`config.mk`:
```
export PLATFORM = sky130hd
export DESIGN_NAME = ps2_key_event_decoder
export DESIGN_NICKNAME = d
export VERILOG_FILES = /design/src/rtl/ps2_key_event_decoder.sv
export SDC_FILE = /design/constraint.sdc
export NUM_CORES = 1
export LEC_CHECK = 0
export ABC_AREA = 1
export CORE_MARGIN = 1
export CORE_UTILIZATION = 43
export DETAILED_ROUTE_END_ITERATION = 10
export HOLD_SLACK_MARGIN = 0.08
export PLACE_DENSITY = 0.72
export SLEW_MARGIN = 5
export SYNTH_ARGS = -nofsm -noshare
export SYNTH_HDL_FRONTEND = slang
export SYNTH_SLANG_ARGS = --single-unit
```
`constraint.sdc`:
```
create_clock -name CLK -period 5.4 [get_ports CLK]
set_input_delay 0.81 -clock CLK [delete_from_list [all_inputs] [get_ports CLK]]
set_output_delay 0.81 -clock CLK [all_outputs]
set_load 0.01 [all_outputs]
```
`src/rtl/ps2_key_event_decoder.sv`:
```
// ps2_key_event_decoder
//   Turns the per-byte stream of a PS/2 receiver into scan code set 2 key
//   events. The events carry ASCII and are buffered in a FWFT FIFO.
//
//   Parser: E0 marks an extended key, F0 marks a break (release), and E1
//   introduces the 8-byte pause sequence, which collapses into one event.
//   A prefix that is never completed is abandoned after TIMEOUT cycles.
//   Shift (left/right) and caps-lock state are tracked here, and ASCII is
//   derived from the state that held before the current event.
//
// Ports:
//   CLK, RST            clock, synchronous active-high reset
//   BYTE_VALID          one-cycle strobe qualifying BYTE_DATA / BYTE_ERR
//   BYTE_DATA[7:0]      scan-code byte
//   BYTE_ERR            parity/framing error on this byte (byte discarded)
//   EVT_VALID           FIFO head holds an event
//   EVT_READY           consumer pops the head when EVT_VALID & EVT_READY
//   EVT_CODE[7:0]       final scan code (E1 for pause)
//   EVT_EXT, EVT_BREAK  E0-prefixed / key release
//   EVT_ASCII[7:0]      ASCII code or 00
//   SHIFT, CAPS         shift held / caps-lock toggle state
//   OVERFLOW            sticky: event dropped on full FIFO
//   FRAME_ERR           sticky: a byte arrived with BYTE_ERR
module ps2_key_event_decoder #(
    parameter int FIFO_DEPTH = 8,
    parameter int TIMEOUT    = 250000
) (
    input  logic       CLK,
    input  logic       RST,
    input  logic       BYTE_VALID,
    input  logic [7:0] BYTE_DATA,
    input  logic       BYTE_ERR,
    output logic       EVT_VALID,
    input  logic       EVT_READY,
    output logic [7:0] EVT_CODE,
    output logic       EVT_EXT,
    output logic       EVT_BREAK,
    output logic [7:0] EVT_ASCII,
    output logic       SHIFT,
    output logic       CAPS,
    output logic       OVERFLOW,
    output logic       FRAME_ERR
);

    localparam int PTR_W = $clog2(FIFO_DEPTH);
    localparam int CNT_W = $clog2(FIFO_DEPTH + 1);
    localparam int TMO_W = $clog2(TIMEOUT + 1);

    typedef enum logic [2:0] {ST_IDLE, ST_EXT, ST_BRK, ST_EXT_BRK, ST_PAUSE} state_t;

    typedef struct packed {
        logic [7:0] code;
        logic       ext;
        logic       brk;
        logic [7:0] ascii;
    } evt_t;

    // Scan code set 2 to ASCII; letters are uppercased when upper is set.
    function automatic logic [7:0] ascii_of(input logic [7:0] code, input logic upper);
        logic [7:0] c;
        case (code)
            8'h1C: c = 8'h61; 8'h32: c = 8'h62; 8'h21: c = 8'h63; 8'h23: c = 8'h64;
            8'h24: c = 8'h65; 8'h2B: c = 8'h66; 8'h34: c = 8'h67; 8'h33: c = 8'h68;
            8'h43: c = 8'h69; 8'h3B: c = 8'h6A; 8'h42: c = 8'h6B; 8'h4B: c = 8'h6C;
            8'h3A: c = 8'h6D; 8'h31: c = 8'h6E; 8'h44: c = 8'h6F; 8'h4D: c = 8'h70;
            8'h15: c = 8'h71; 8'h2D: c = 8'h72; 8'h1B: c = 8'h73; 8'h2C: c = 8'h74;
            8'h3C: c = 8'h75; 8'h2A: c = 8'h76; 8'h1D: c = 8'h77; 8'h22: c = 8'h78;
            8'h35: c = 8'h79; 8'h1A: c = 8'h7A;
            8'h45: c = 8'h30; 8'h16: c = 8'h31; 8'h1E: c = 8'h32; 8'h26: c = 8'h33;
            8'h25: c = 8'h34; 8'h2E: c = 8'h35; 8'h36: c = 8'h36; 8'h3D: c = 8'h37;
            8'h3E: c = 8'h38; 8'h46: c = 8'h39;
            8'h29: c = 8'h20; 8'h5A: c = 8'h0D; 8'h66: c = 8'h08; 8'h76: c = 8'h1B;
            default: c = 8'h00;
        endcase
        if (upper && c >= 8'h61 && c <= 8'h7A) c = c - 8'h20;
        return c;
    endfunction

    state_t             state;
    logic [2:0]         skip_cnt;
    logic [TMO_W-1:0]   tmo_cnt;
    logic               shift_l, shift_r, caps_held;

    evt_t               mem [FIFO_DEPTH];
    logic [PTR_W-1:0]   wr_ptr, rd_ptr;
    logic [CNT_W-1:0]   count;

    logic               emit, full, pop, push_ok;
    evt_t               evt_new, head;

    // Decode the incoming byte into the event (if any) it completes.
    always_comb begin
        // NOTE: every always_comb output gets a default first so no latch is inferred.
        emit         = 1'b0;
        evt_new      = '0;
        evt_new.code = BYTE_DATA;
        if (BYTE_VALID && !BYTE_ERR) begin
            case (state)
                ST_IDLE:    emit = !(BYTE_DATA inside {8'hE0, 8'hF0, 8'hE1});
                ST_EXT: begin
                    emit        = !(BYTE_DATA inside {8'hE0, 8'hF0});
                    evt_new.ext = 1'b1;
                end
                ST_BRK: begin
                    emit        = 1'b1;
                    evt_new.brk = 1'b1;
                end
                ST_EXT_BRK: begin
                    emit        = 1'b1;
                    evt_new.ext = 1'b1;
                    evt_new.brk = 1'b1;
                end
                ST_PAUSE: begin
                    emit         = (skip_cnt == 3'd6);
                    evt_new.code = 8'hE1;
                end
                default: emit = 1'b0;
            endcase
        end
        // Pre-update modifier state; E1 maps to 00 through the table.
        evt_new.ascii = evt_new.ext ? 8'h00
                                    : ascii_of(evt_new.code, (shift_l | shift_r) ^ CAPS);
    end

    assign EVT_VALID = (count != '0);
    assign full      = (count == CNT_W'(FIFO_DEPTH));
    assign pop       = EVT_VALID && EVT_READY;
    // A full FIFO still accepts a push when the head leaves in the same cycle.
    assign push_ok   = emit && (!full || pop);
    assign head      = mem[rd_ptr];

    // Head fields read as zero while empty so storage contents never leak out.
    always_comb begin
        EVT_CODE  = EVT_VALID ? head.code  : 8'h00;
        EVT_EXT   = EVT_VALID ? head.ext   : 1'b0;
        EVT_BREAK = EVT_VALID ? head.brk   : 1'b0;
        EVT_ASCII = EVT_VALID ? head.ascii : 8'h00;
    end

    assign SHIFT = shift_l | shift_r;

    // NOTE: event storage is deliberately not reset; occupancy alone defines validity.
    always_ff @(posedge CLK) begin
        if (push_ok) mem[wr_ptr] <= evt_new;
    end

    always_ff @(posedge CLK) begin
        if (RST) begin
            state     <= ST_IDLE;
            skip_cnt  <= '0;
            tmo_cnt   <= '0;
            shift_l   <= 1'b0;
            shift_r   <= 1'b0;
            caps_held <= 1'b0;
            CAPS      <= 1'b0;
            OVERFLOW  <= 1'b0;
            FRAME_ERR <= 1'b0;
            wr_ptr    <= '0;
            rd_ptr    <= '0;
            count     <= '0;
        end else begin
            // FIFO bookkeeping.
            if (push_ok) wr_ptr <= wr_ptr + PTR_W'(1);
            if (pop)     rd_ptr <= rd_ptr + PTR_W'(1);
            case ({push_ok, pop})
                2'b10:   count <= count + CNT_W'(1);
                2'b01:   count <= count - CNT_W'(1);
                default: count <= count;
            endcase
            if (emit && full && !pop) OVERFLOW <= 1'b1;

            // Parser and prefix timeout; an arriving byte overrides the timeout.
            if (BYTE_VALID) begin
                tmo_cnt <= '0;
                if (BYTE_ERR) begin
                    FRAME_ERR <= 1'b1;
                    state     <= ST_IDLE;
                end else begin
                    case (state)
                        ST_IDLE: begin
                            if (BYTE_DATA == 8'hE0)      state <= ST_EXT;
                            else if (BYTE_DATA == 8'hF0) state <= ST_BRK;
                            else if (BYTE_DATA == 8'hE1) begin
                                state    <= ST_PAUSE;
                                skip_cnt <= '0;
                            end
                        end
                        ST_EXT: begin
                            if (BYTE_DATA == 8'hF0)      state <= ST_EXT_BRK;
                            else if (BYTE_DATA != 8'hE0) state <= ST_IDLE;
                        end
                        ST_PAUSE: begin
                            if (skip_cnt == 3'd6) state <= ST_IDLE;
                            else                  skip_cnt <= skip_cnt + 3'd1;
                        end
                        default: state <= ST_IDLE;
                    endcase
                end
            end else if (state != ST_IDLE) begin
                if (tmo_cnt == TMO_W'(TIMEOUT)) begin
                    state   <= ST_IDLE;
                    tmo_cnt <= '0;
                end else begin
                    tmo_cnt <= tmo_cnt + TMO_W'(1);
                end
            end

            // Modifier tracking for non-extended events.
            if (emit && !evt_new.ext) begin
                case (evt_new.code)
                    8'h12: shift_l <= !evt_new.brk;
                    8'h59: shift_r <= !evt_new.brk;
                    8'h58: begin
                        if (evt_new.brk) begin
                            caps_held <= 1'b0;
                        end else begin
                            // Typematic repeats arrive while held and must not toggle.
                            if (!caps_held) CAPS <= !CAPS;
                            caps_held <= 1'b1;
                        end
                    end
                    default: ;
                endcase
            end
        end
    end

endmodule
```
==> results of run 1 <==
cell type report:
type / count / share of cell area
flip-flops and latches: 187 / 0.5170
inverters: 85 / 0.03180
clock buffers: 17 / 0.04240
multi-input cells: 632 / 0.3147
well taps: 270 / 0.03367
repair buffers: 49 / 0.04540
clock inverters: 14 / 0.01509
registers in the layout, summed over array words and instances, names as in the netlist, named ones only:
name and flops:
mem 144, tmo_cnt 18, count 4, rd_ptr 3, skip_cnt 3, state 3
wr_ptr 3, CAPS 1, FRAME_ERR 1, OVERFLOW 1, caps_held 1, shift_l 1
shift_r 1
critical path, delay by kind of cell (launching register included):
kind                   cells  cell delay (ps)
buffers and inverters      3             1740
AOI/OAI and AO/OA          4              680
DFF                        1              330
kinds of logic (layout without fill, tap and decap cells):
family                   count (synthesis)  in the layout  share of synthesized area
AND/OR/NAND/NOR                        407            407                     0.2028
AO/OA/AOI/OAI                          204            204                     0.1245
flip-flops                             187            187                     0.5882
buffers and inverters                  121            165                    0.05593
adder cells (fa/ha/maj)                 16             16                    0.02356
XOR/XNOR                                 5              5                   0.004968
power by group through the flow:
stage / clock network, mW / registers, mW / logic [mW]
final: 1.19 / 1.63 / 1.18
after global routing: 1.28 / 1.64 / 1.31
after CTS: 1.22 / 1.63 / 1.18
after detailed placement: 0 / 1.66 / 1.18
after global placement: 0 / 1.66 / 1.16
after floorplan: 0 / 1.65 / 0.726
stage by stage:
| stage | worst slack (ps) | hold WS (ps) | cells | cell area, µm² |
|---|---|---|---|---|
| 2_1_floorplan | 1885 | 423.6 | 940 | 8815 |
| 3_3_place_gp | 1155 | 437.3 | 1223 | 9455 |
| 3_5_place_dp | 1052 | 436.6 | 1223 | 9455 |
| 4_1_cts | 1315 | 447.4 | 1254 | 10030 |
| 5_1_grt | 1025 | 469.0 | 1254 | 10030 |
| 6_report | 1384 | 449.4 | 1254 | 10030 |
path summary, 6_finish.rpt:
check / start / to / slack [ps] / cells past startpoint
min: shift_r / shift_r / 450 / 2
max reg2reg: state[0] / mem[7][5] / 2020 / 18
min reg2reg: shift_r / shift_r / 450 / 2
max: flip-flop / EVT_ASCII[7] / 1380 / 7
synth_stat cells (all sizes together), types with 2 or more instances:
| cell | count |
|---|---|
| a211oi | 3 |
| a21oi | 43 |
| a31oi | 20 |
| buf | 9 |
| clkbuf | 27 |
| clkinv | 3 |
| dfxtp | 43 |
| edfxtp | 144 |
| ha | 15 |
| inv | 82 |
| nand2 | 136 |
| nand3 | 60 |
| nand3b | 2 |
| nand4 | 12 |
| nor2 | 184 |
| nor3 | 9 |
| nor4 | 2 |
| o21a | 2 |
| o21ai | 114 |
| o22ai | 20 |
| or2 | 2 |
| xor2 | 5 |
per-layer routing:
layer	track usage	up-vias	share of wire	routed length, µm
met4	0.08526	0	0.026	529
met3	0.03585	38	0.053	1070
met5	0	-	0	0
li1	-	3296	-	-
met2	0.3228	227	0.47	9462
met1	0.2635	3159	0.45	9186
==> impl_metrics.py, run 1 <==
metrics = {
    "clock_tree": {
        "cts_buffers": 17,
        "cts.sinks": 187,
        "cts_max_level": 4,
        "cts_root_buf": "clkbuf_16",
        "cts_tree": "yes",
        "clk_pin_slew_ps": 70,
        "cts_setup_buffers": 0,
        "ctsHoldBuffers": 0,
        "ctsResizeCount": 0,
        "insertion_delay_ps": 430,
        "clockBufferDepth": 2,
    },
    "finish": {
        "nets": 1001,
        "area_growth_pct": 13.81,
        "seq_area_um2": 5186,
        "final_common_cell": "nor2_1",
        "fillers": 1839,
        "utilization": 0.4974,
        "multiInputGateArea_um2": 3157,
        "drive_gt1_frac": 0.08638,
        "final_cell_mix": "166 x nor2_1, 144 x edfxtp_1, 132 x nand2_1",
        "antenna_cells": 0,
    },
    "grt": {
        "antenna_found_initial": 0,
        "grt.total_usage": 0.1996,
        "grt_overflow": 0,
        "first_global_vias": 6423,
        "grt_max_degree": 73,
        "grt_pass1_wl_mm": 32.73,
    },
    "die": {
        "chipHeight_um": 145.2,
        "ioPinCount": 36,
        "fp.coreArea_um2": 20170,
        "dieArea_um2": 21080,
        "rows": 52,
        "die_width_um": 145.2,
        "initial_core_util": 0.4370,
    },
    "sta": {
        "finalSetupViolCount": 0,
        "tightestPinTransition_ps": 1111,
        "fmax_mhz": 249.0,
        "min_period_ps": 4016,
        "hold_violations": 0,
        "drv_slew": 0,
        "rsz0062_at_grt": "false",
        "finClkSkew_ps": 10.27,
        "setup_tns_ps": 0,
        "period_share": 0.7437,
        "max_slew_margin": 0.2549,
    },
    "worst_setup_path": {
        "crit_arrival_ps": 3210,
        "critical_path_required_ps": 4590,
        "worstSetupPathType": "flip-flop to primary output",
        "crit_path_max_incr_delay_ps": 650,
        "critPathMostFrequentCell": "o21ai_0",
        "critPathMaxFanout": 40,
        "start_kind": "flip-flop",
        "cp-end-kind": "primary output",
        "cp_cell_sequence": "clkinv_1 > buf_4 > o21ai_0 > o22ai_1 > o21ai_0 > a31oi_1 > clkdlybuf4s50_1",
        "cp_slowest_cell": "clkinv_1",
    },
    "pwr": {
        "swShare": 0.3331,
        "power_switching_mw": 1.334,
        "total_power_mw": 4.004,
        "comb_power_share": 0.295,
        "clkPwrFrac": 0.298,
        "irDropWorstVdd_uv": 264.5,
        "seq_power_share": 0.407,
        "power_density_nw_per_um2": 399.1,
        "p_leak_nw": 3.665,
        "intPower_mw": 2.670,
    },
    "route": {
        "antenna_left": 0,
        "wire_per_inst_um": 16.15,
        "drc": 0,
        "first_iter_violations": 463,
        "first_pass_iters": 5,
        "via_count": 6720,
        "wl_mm": 20.25,
        "via_per_inst": 5.359,
    },
    "synthesis": {
        "ys.flop_type": "edfxtp_1",
        "ys_seq_area_frac": 0.5882,
        "synthCells": 940,
        "synthArstFlopShare": 0,
        "synth_seq_cells": 187,
        "yosysUniqueCellTypes": 40,
        "yosys_warnings": 0,
        "syn_area_per_cell_um2": 9.377,
        "synth_area_um2": 8815,
        "synth_edf_count": 144,
        "postSynthNetCount": 969,
        "synth_top_area_cell": "edfxtp_1",
        "synth_area_leaders": "edfxtp_1 49%, dfxtp_1 9.8%, nor2_1 7.3%",
        "synth_top_area_share": 0.4906,
    },
    "placed_design": {
        "port_buffers": 35,
        "gp_congestion": 0.9297,
        "dp_hpwl_mm": 12.78,
    },
    "hold_path": {
        "min_path_type": "flip-flop to flip-flop",
    },
    "job": {
        "cap_violations": 0,
    },
    "outcome": {
        "status": "complete, no violations",
    },
}
Power figures use the tool's default switching activity.
==> run 2: changes to the inputs <==
Settings changed: PLACE_DENSITY 0.72 to 0.74.
Clock period 5.4 ns to 3.2 ns, I/O delays scaled along.
==> run 2 against run 1 <==
Combinational power is 79% higher; design area up 6.0%; routed wire length is 2.1% lower; cell count grew 4.8%; hold slack lost 2.7 ps; sequential share of layout area fell by 2.9 points; via count grew 2.1%; setup slack lost 1200 ps; register-to-register slack lost 1600 ps; highest routed layer unchanged.
==> impl_metrics.py, run 2 (synthesized netlist as in run 1, its figures left out) <==
metrics = {
    "route": {
        "via_per_inst": 5.221,
        "antenna_left": 0,
        "first_iter_violations": 507,
        "via_count": 6861,
        "first_pass_iters": 5,
        "wire_per_inst_um": 15.09,
        "wl_mm": 19.83,
        "drc": 0,
    },
    "finish": {
        "drive_gt1_frac": 0.1408,
        "reg_top3": "mem x144, tmo_cnt x18, count x4",
        "largest_reg_flops": 144,
        "utilization": 0.5270,
        "final_common_cell": "nor2_1",
        "regMostFlops": "mem",
        "nets": 1061,
        "antenna_cells": 0,
        "final_cell_mix": "165 x nor2_1, 144 x edfxtp_1, 132 x nand2_1",
        "area_growth_pct": 20.60,
    },
    "worst_setup_path": {
        "cp-end-kind": "primary output",
        "r2r_end": "mem[2][7]",
        "critical_path_required_ps": 2720,
        "crit_arrival_ps": 2530,
        "r2r_start": "state[0]",
        "start_kind": "flip-flop",
        "r2r_setup_slack_ps": 460,
        "critPathMaxFanout": 64,
        "worstSetupPathType": "flip-flop to primary output",
        "r2r_cells": 15,
    },
    "grt": {
        "grt_pass1_wl_mm": 32.35,
        "grt_max_degree": 65,
        "antenna_found_initial": 0,
        "first_global_vias": 6560,
        "grt.total_usage": 0.1942,
        "grt_overflow": 0,
    },
    "placed_design": {
        "gp_congestion": 0.8905,
        "dp_hpwl_mm": 12.82,
        "port_buffers": 35,
    },
    "sta": {
        "finalSetupViolCount": 0,
        "hold_violations": 0,
        "period_share": 0.9408,
        "setup_tns_ps": 0,
        "tightestPinTransition_ps": 525.7,
        "finClkSkew_ps": 9.154,
        "fmax_mhz": 332.2,
        "rsz0062_at_grt": "false",
        "min_period_ps": 3011,
        "max_slew_margin": 0.6482,
        "drv_slew": 0,
    },
    "hold_path": {
        "worstHoldEndpoint": "shift_r",
        "hold_depth": 2,
        "hp-start": "shift_r",
        "min_path_type": "flip-flop to flip-flop",
    },
    "die": {
        "initial_core_util": 0.4370,
        "fp.coreArea_um2": 20170,
        "rows": 52,
        "dieArea_um2": 21080,
        "ioPinCount": 36,
        "die_width_um": 145.2,
        "chipHeight_um": 145.2,
    },
    "clock_tree": {
        "cts_tree": "yes",
        "cts_root_buf": "clkbuf_16",
        "cts.sinks": 187,
        "cts_buffers": 17,
        "clk_pin_slew_ps": 70,
        "clockBufferDepth": 2,
        "insertion_delay_ps": 440,
        "cts_max_level": 4,
    },
    "pwr": {
        "irDropWorstVdd_uv": 393.1,
        "p_leak_nw": 3.989,
        "power_density_nw_per_um2": 652.6,
    },
    "outcome": {
        "status": "complete, no violations",
    },
    "job": {
        "cap_violations": 0,
    },
}
## run 2: changes by cell type in the layout (fill, tap and decap cells not counted), sizes merged
cell,before,now
clkinv,8,7
buf,14,74
bufinv,0,1
## run 2: cell type report
class,instances,area (µm²)
Inverter,85,319.1
Clock inverter,14,158.9
Multi-Input combinational cell,632,3159
Sequential cell,187,5186
Timing Repair Buffer,109,1044
Fill cell,1777,9539
Tap cell,270,337.8
Clock buffer,17,425.4
## run 2: worst max-delay path, cell delays in order (launching register included)
cell	delay, ps
dfxtp_2	440
clkinv_1	290
buf_12	280
o21ai_0	210
o22ai_1	80
o21ai_0	190
a31oi_1	70
clkdlybuf4s50_1	490
## run 2: how the worst max path moves through the flow
stage,from,endpoint,cells past startpoint
2_1_floorplan,BYTE_DATA[3],mem[1][0],11
3_3_place_gp,BYTE_VALID,mem[1][5],20
3_5_place_dp,BYTE_VALID,mem[7][5],20
4_1_cts,count[0],EVT_CODE[0],5
5_1_grt,flip-flop,EVT_ASCII[6],7
6_report,flip-flop,EVT_CODE[5],7
## run 2: report_power, final
group          total (mW)  internal, mW  switching (mW)
combinational        2.11         0.879            1.23
clock                2.06          1.10           0.958
sequential           2.77          2.70          0.0694
## run 2: per-layer routing
layer,global-route usage,up-vias,part of all wire
met4,0.07053,0,0.018
met2,0.3245,170,0.48
met1,0.2543,3241,0.46
met3,0.03208,26,0.047
li1,-,3424,-
met5,0,-,0
## run 2: metrics by stage
stage / hold WS [ps] / instances / setup slack, ps / cell area, µm² / power [mW]
final: 446.6 / 1314 / 189.4 / 10630 / 6.937
after global routing: 484.7 / 1314 / 5.574 / 10630 / 7.283
after CTS: 443.8 / 1314 / 24.28 / 10630 / 6.960
after detailed placement: 434.0 / 1283 / -233.8 / 10040 / 4.923
after global placement: 431.8 / 1283 / -134.8 / 10040 / 4.874
after floorplan: 423.6 / 940 / 15.06 / 8815 / 4.014
## run 2: what timing repair did
item / 4_1_cts / 5_1_grt
hold buffers: 0 / 0
resized for setup: 0 / 2
buffers inserted: 0 / 0
setup endpoints to repair: 0 / 14
==> run 3: changes to the inputs <==
Settings changed: CTS_CLUSTER_DIAMETER set to 40, REMOVE_ABC_BUFFERS set to 1.
==> run 3 against run 2 <==
Hold slack improved by 4.8 ps; design area is 0.66% higher; combinational power barely moved; first-iteration DRC count down 8.7%; highest routed layer unchanged; via count rose by 0.25%; non-clock buffer count is 10 higher; power grew 0.15%; die area stayed put; sequential share of layout area fell by 0.32 points; global-route usage up 0.65 points; core utilization grew 0.35 points.
==> impl_metrics.py, run 3 (synthesized netlist as in run 1, its figures left out) <==
metrics = {
    "worst_setup_path": {
        "crit_path_max_incr_delay_ps": 590,
        "cp.buffers_inverters": 2,
        "start_kind": "flip-flop",
        "crit_arrival_ps": 2560,
        "r2r_end": "mem[2][6]",
        "critPathMaxFanout": 25,
        "r2r_cells": 18,
        "cp_slowest_cell": "clkdlybuf4s50_1",
        "r2r_start": "state[0]",
        "critPathMostFrequentCell": "o21ai_0",
        "cp_cell_sequence": "buf_4 > o21ai_0 > o22ai_1 > o21ai_0 > a31oi_1 > clkdlybuf4s50_1",
        "r2r_setup_slack_ps": 460,
        "critical_path_required_ps": 2720,
        "critical_path.top_delay_family": "buffers and inverters",
        "worstSetupPathType": "flip-flop to primary output",
        "cp-end-kind": "primary output",
    },
    "hold_path": {
        "hp-start": "shift_r",
        "worstHoldEndpoint": "shift_r",
        "min_path_type": "flip-flop to flip-flop",
        "hold_depth": 2,
    },
    "finish": {
        "stdcell_count": 1325,
        "antenna_cells": 0,
        "largest_reg_flops": 144,
        "regMostFlops": "mem",
        "reg_top3": "mem x144, tmo_cnt x18, count x4",
        "final_cell_mix": "164 x nor2_1, 144 x edfxtp_1, 132 x nand2_1",
        "drive_gt1_frac": 0.1498,
        "area_growth_pct": 21.39,
        "postLayoutCellArea_um2": 10700,
        "utilization": 0.5305,
        "fillers": 1792,
        "nets": 1071,
        "seq_area_um2": 5186,
        "multiInputGateArea_um2": 3162,
        "final_common_cell": "nor2_1",
    },
    "sta": {
        "max_slew_margin": 0.6561,
        "drv_slew": 0,
        "period_share": 0.9515,
        "hold_violations": 0,
        "tightestPinTransition_ps": 514.0,
        "setup_tns_ps": 0,
        "finalSetupViolCount": 0,
        "min_period_ps": 3045,
        "finClkSkew_ps": 8.437,
        "rsz0062_at_grt": "false",
        "fmax_mhz": 328.4,
    },
    "route": {
        "first_iter_violations": 463,
        "antenna_left": 0,
        "via_per_inst": 5.191,
        "first_pass_iters": 5,
        "drc": 0,
        "wire_per_inst_um": 15.42,
        "via_count": 6878,
        "wl_mm": 20.44,
    },
    "clock_tree": {
        "cts_setup_buffers": 0,
        "ctsHoldBuffers": 0,
        "cts_root_buf": "clkbuf_16",
        "clockBufferDepth": 2,
        "cts_buffers": 17,
        "cts.sinks": 187,
        "clk_pin_slew_ps": 70,
        "cts_tree": "yes",
        "cts_max_level": 4,
        "insertion_delay_ps": 430,
    },
    "job": {
        "cap_violations": 0,
    },
    "placed_design": {
        "dp_hpwl_mm": 13.28,
        "placed_area_um2": 10110,
        "port_buffers": 35,
        "dp_cells": 1293,
        "gp_congestion": 0.9090,
    },
    "die": {
        "dieArea_um2": 21080,
        "die_width_um": 145.2,
        "rows": 52,
        "ioPinCount": 36,
        "chipHeight_um": 145.2,
        "initial_core_util": 0.4370,
        "fp.coreArea_um2": 20170,
    },
    "pwr": {
        "power_density_nw_per_um2": 649.2,
        "p_leak_nw": 4.040,
        "irDropWorstVdd_uv": 414.3,
    },
    "grt": {
        "grt_pass1_wl_mm": 33.08,
        "grt_max_degree": 57,
        "grt_overflow": 0,
        "grt.total_usage": 0.2007,
        "antenna_found_initial": 0,
        "first_global_vias": 6610,
    },
    "outcome": {
        "status": "complete, no violations",
    },
}
==> run 3: cell count changes in the layout (fill, tap and decap cells not counted), sizes merged <==
cell      delta
buf         +10
clkinv       +3
clkinvlp     -2
==> run 3: worst reg2reg max path: cells and delay by family, from the launching register on <==
kind | cells | cell delay (ps)
flops | 1 | 340
compound gates | 2 | 330
buf+inv | 4 | 350
simple gates | 10 | 970
fa+ha+maj | 2 | 460
==> run 3: layout make-up <==
| type | instances | share of cell area |
|---|---|---|
| clock buffer | 17 | 0.03976 |
| clock inverter | 15 | 0.01497 |
| inverter | 85 | 0.02982 |
| multi-input combinational | 632 | 0.2955 |
| sequential | 187 | 0.4847 |
| tap | 270 | 0.03157 |
| timing repair buffer | 119 | 0.1037 |
==> run 3: where the power goes <==
part	internal, mW	total, mW	leakage, nW	switching [mW]
registers	2.70	2.78	1.67	0.0800
logic	0.896	2.11	2.09	1.21
clock network	1.10	2.06	0.285	0.957
total	4.70	6.95	4.04	2.25
==> run 3: worst max-delay path by stage <==
stage                    to  slack (ps)  cells past startpoint
3_5_place_dp      mem[0][7]        -150                     20
2_1_floorplan  EVT_ASCII[0]        -780                      5
3_3_place_gp      mem[0][6]        -100                     20
5_1_grt        EVT_ASCII[5]          10                      7
6_report        EVT_CODE[5]         160                      6
4_1_cts        EVT_ASCII[5]          70                      7
==> run 3: per-layer routing <==
layer	GRT usage	wire (µm)
met2	0.3257	9727
met3	0.03868	1009
met4	0.08474	531
met5	0	0
met1	0.2628	9167
==> run 3: stage by stage <==
step	setup WS (ps)	total power [mW]	hold slack, ps
final	155.3	6.947	451.4
after global routing	12.01	7.316	474.1
after CTS	67.93	7.001	453.3
after detailed placement	-149.5	4.941	442.8
after global placement	-104.2	4.898	438.5
after floorplan	-780.6	3.949	424.8
==> run 3: timing repair <==
item,4_1_cts,5_1_grt
setup endpoints to repair,0,27
resized for setup,0,3
endpoints found under the hold margin,0,0
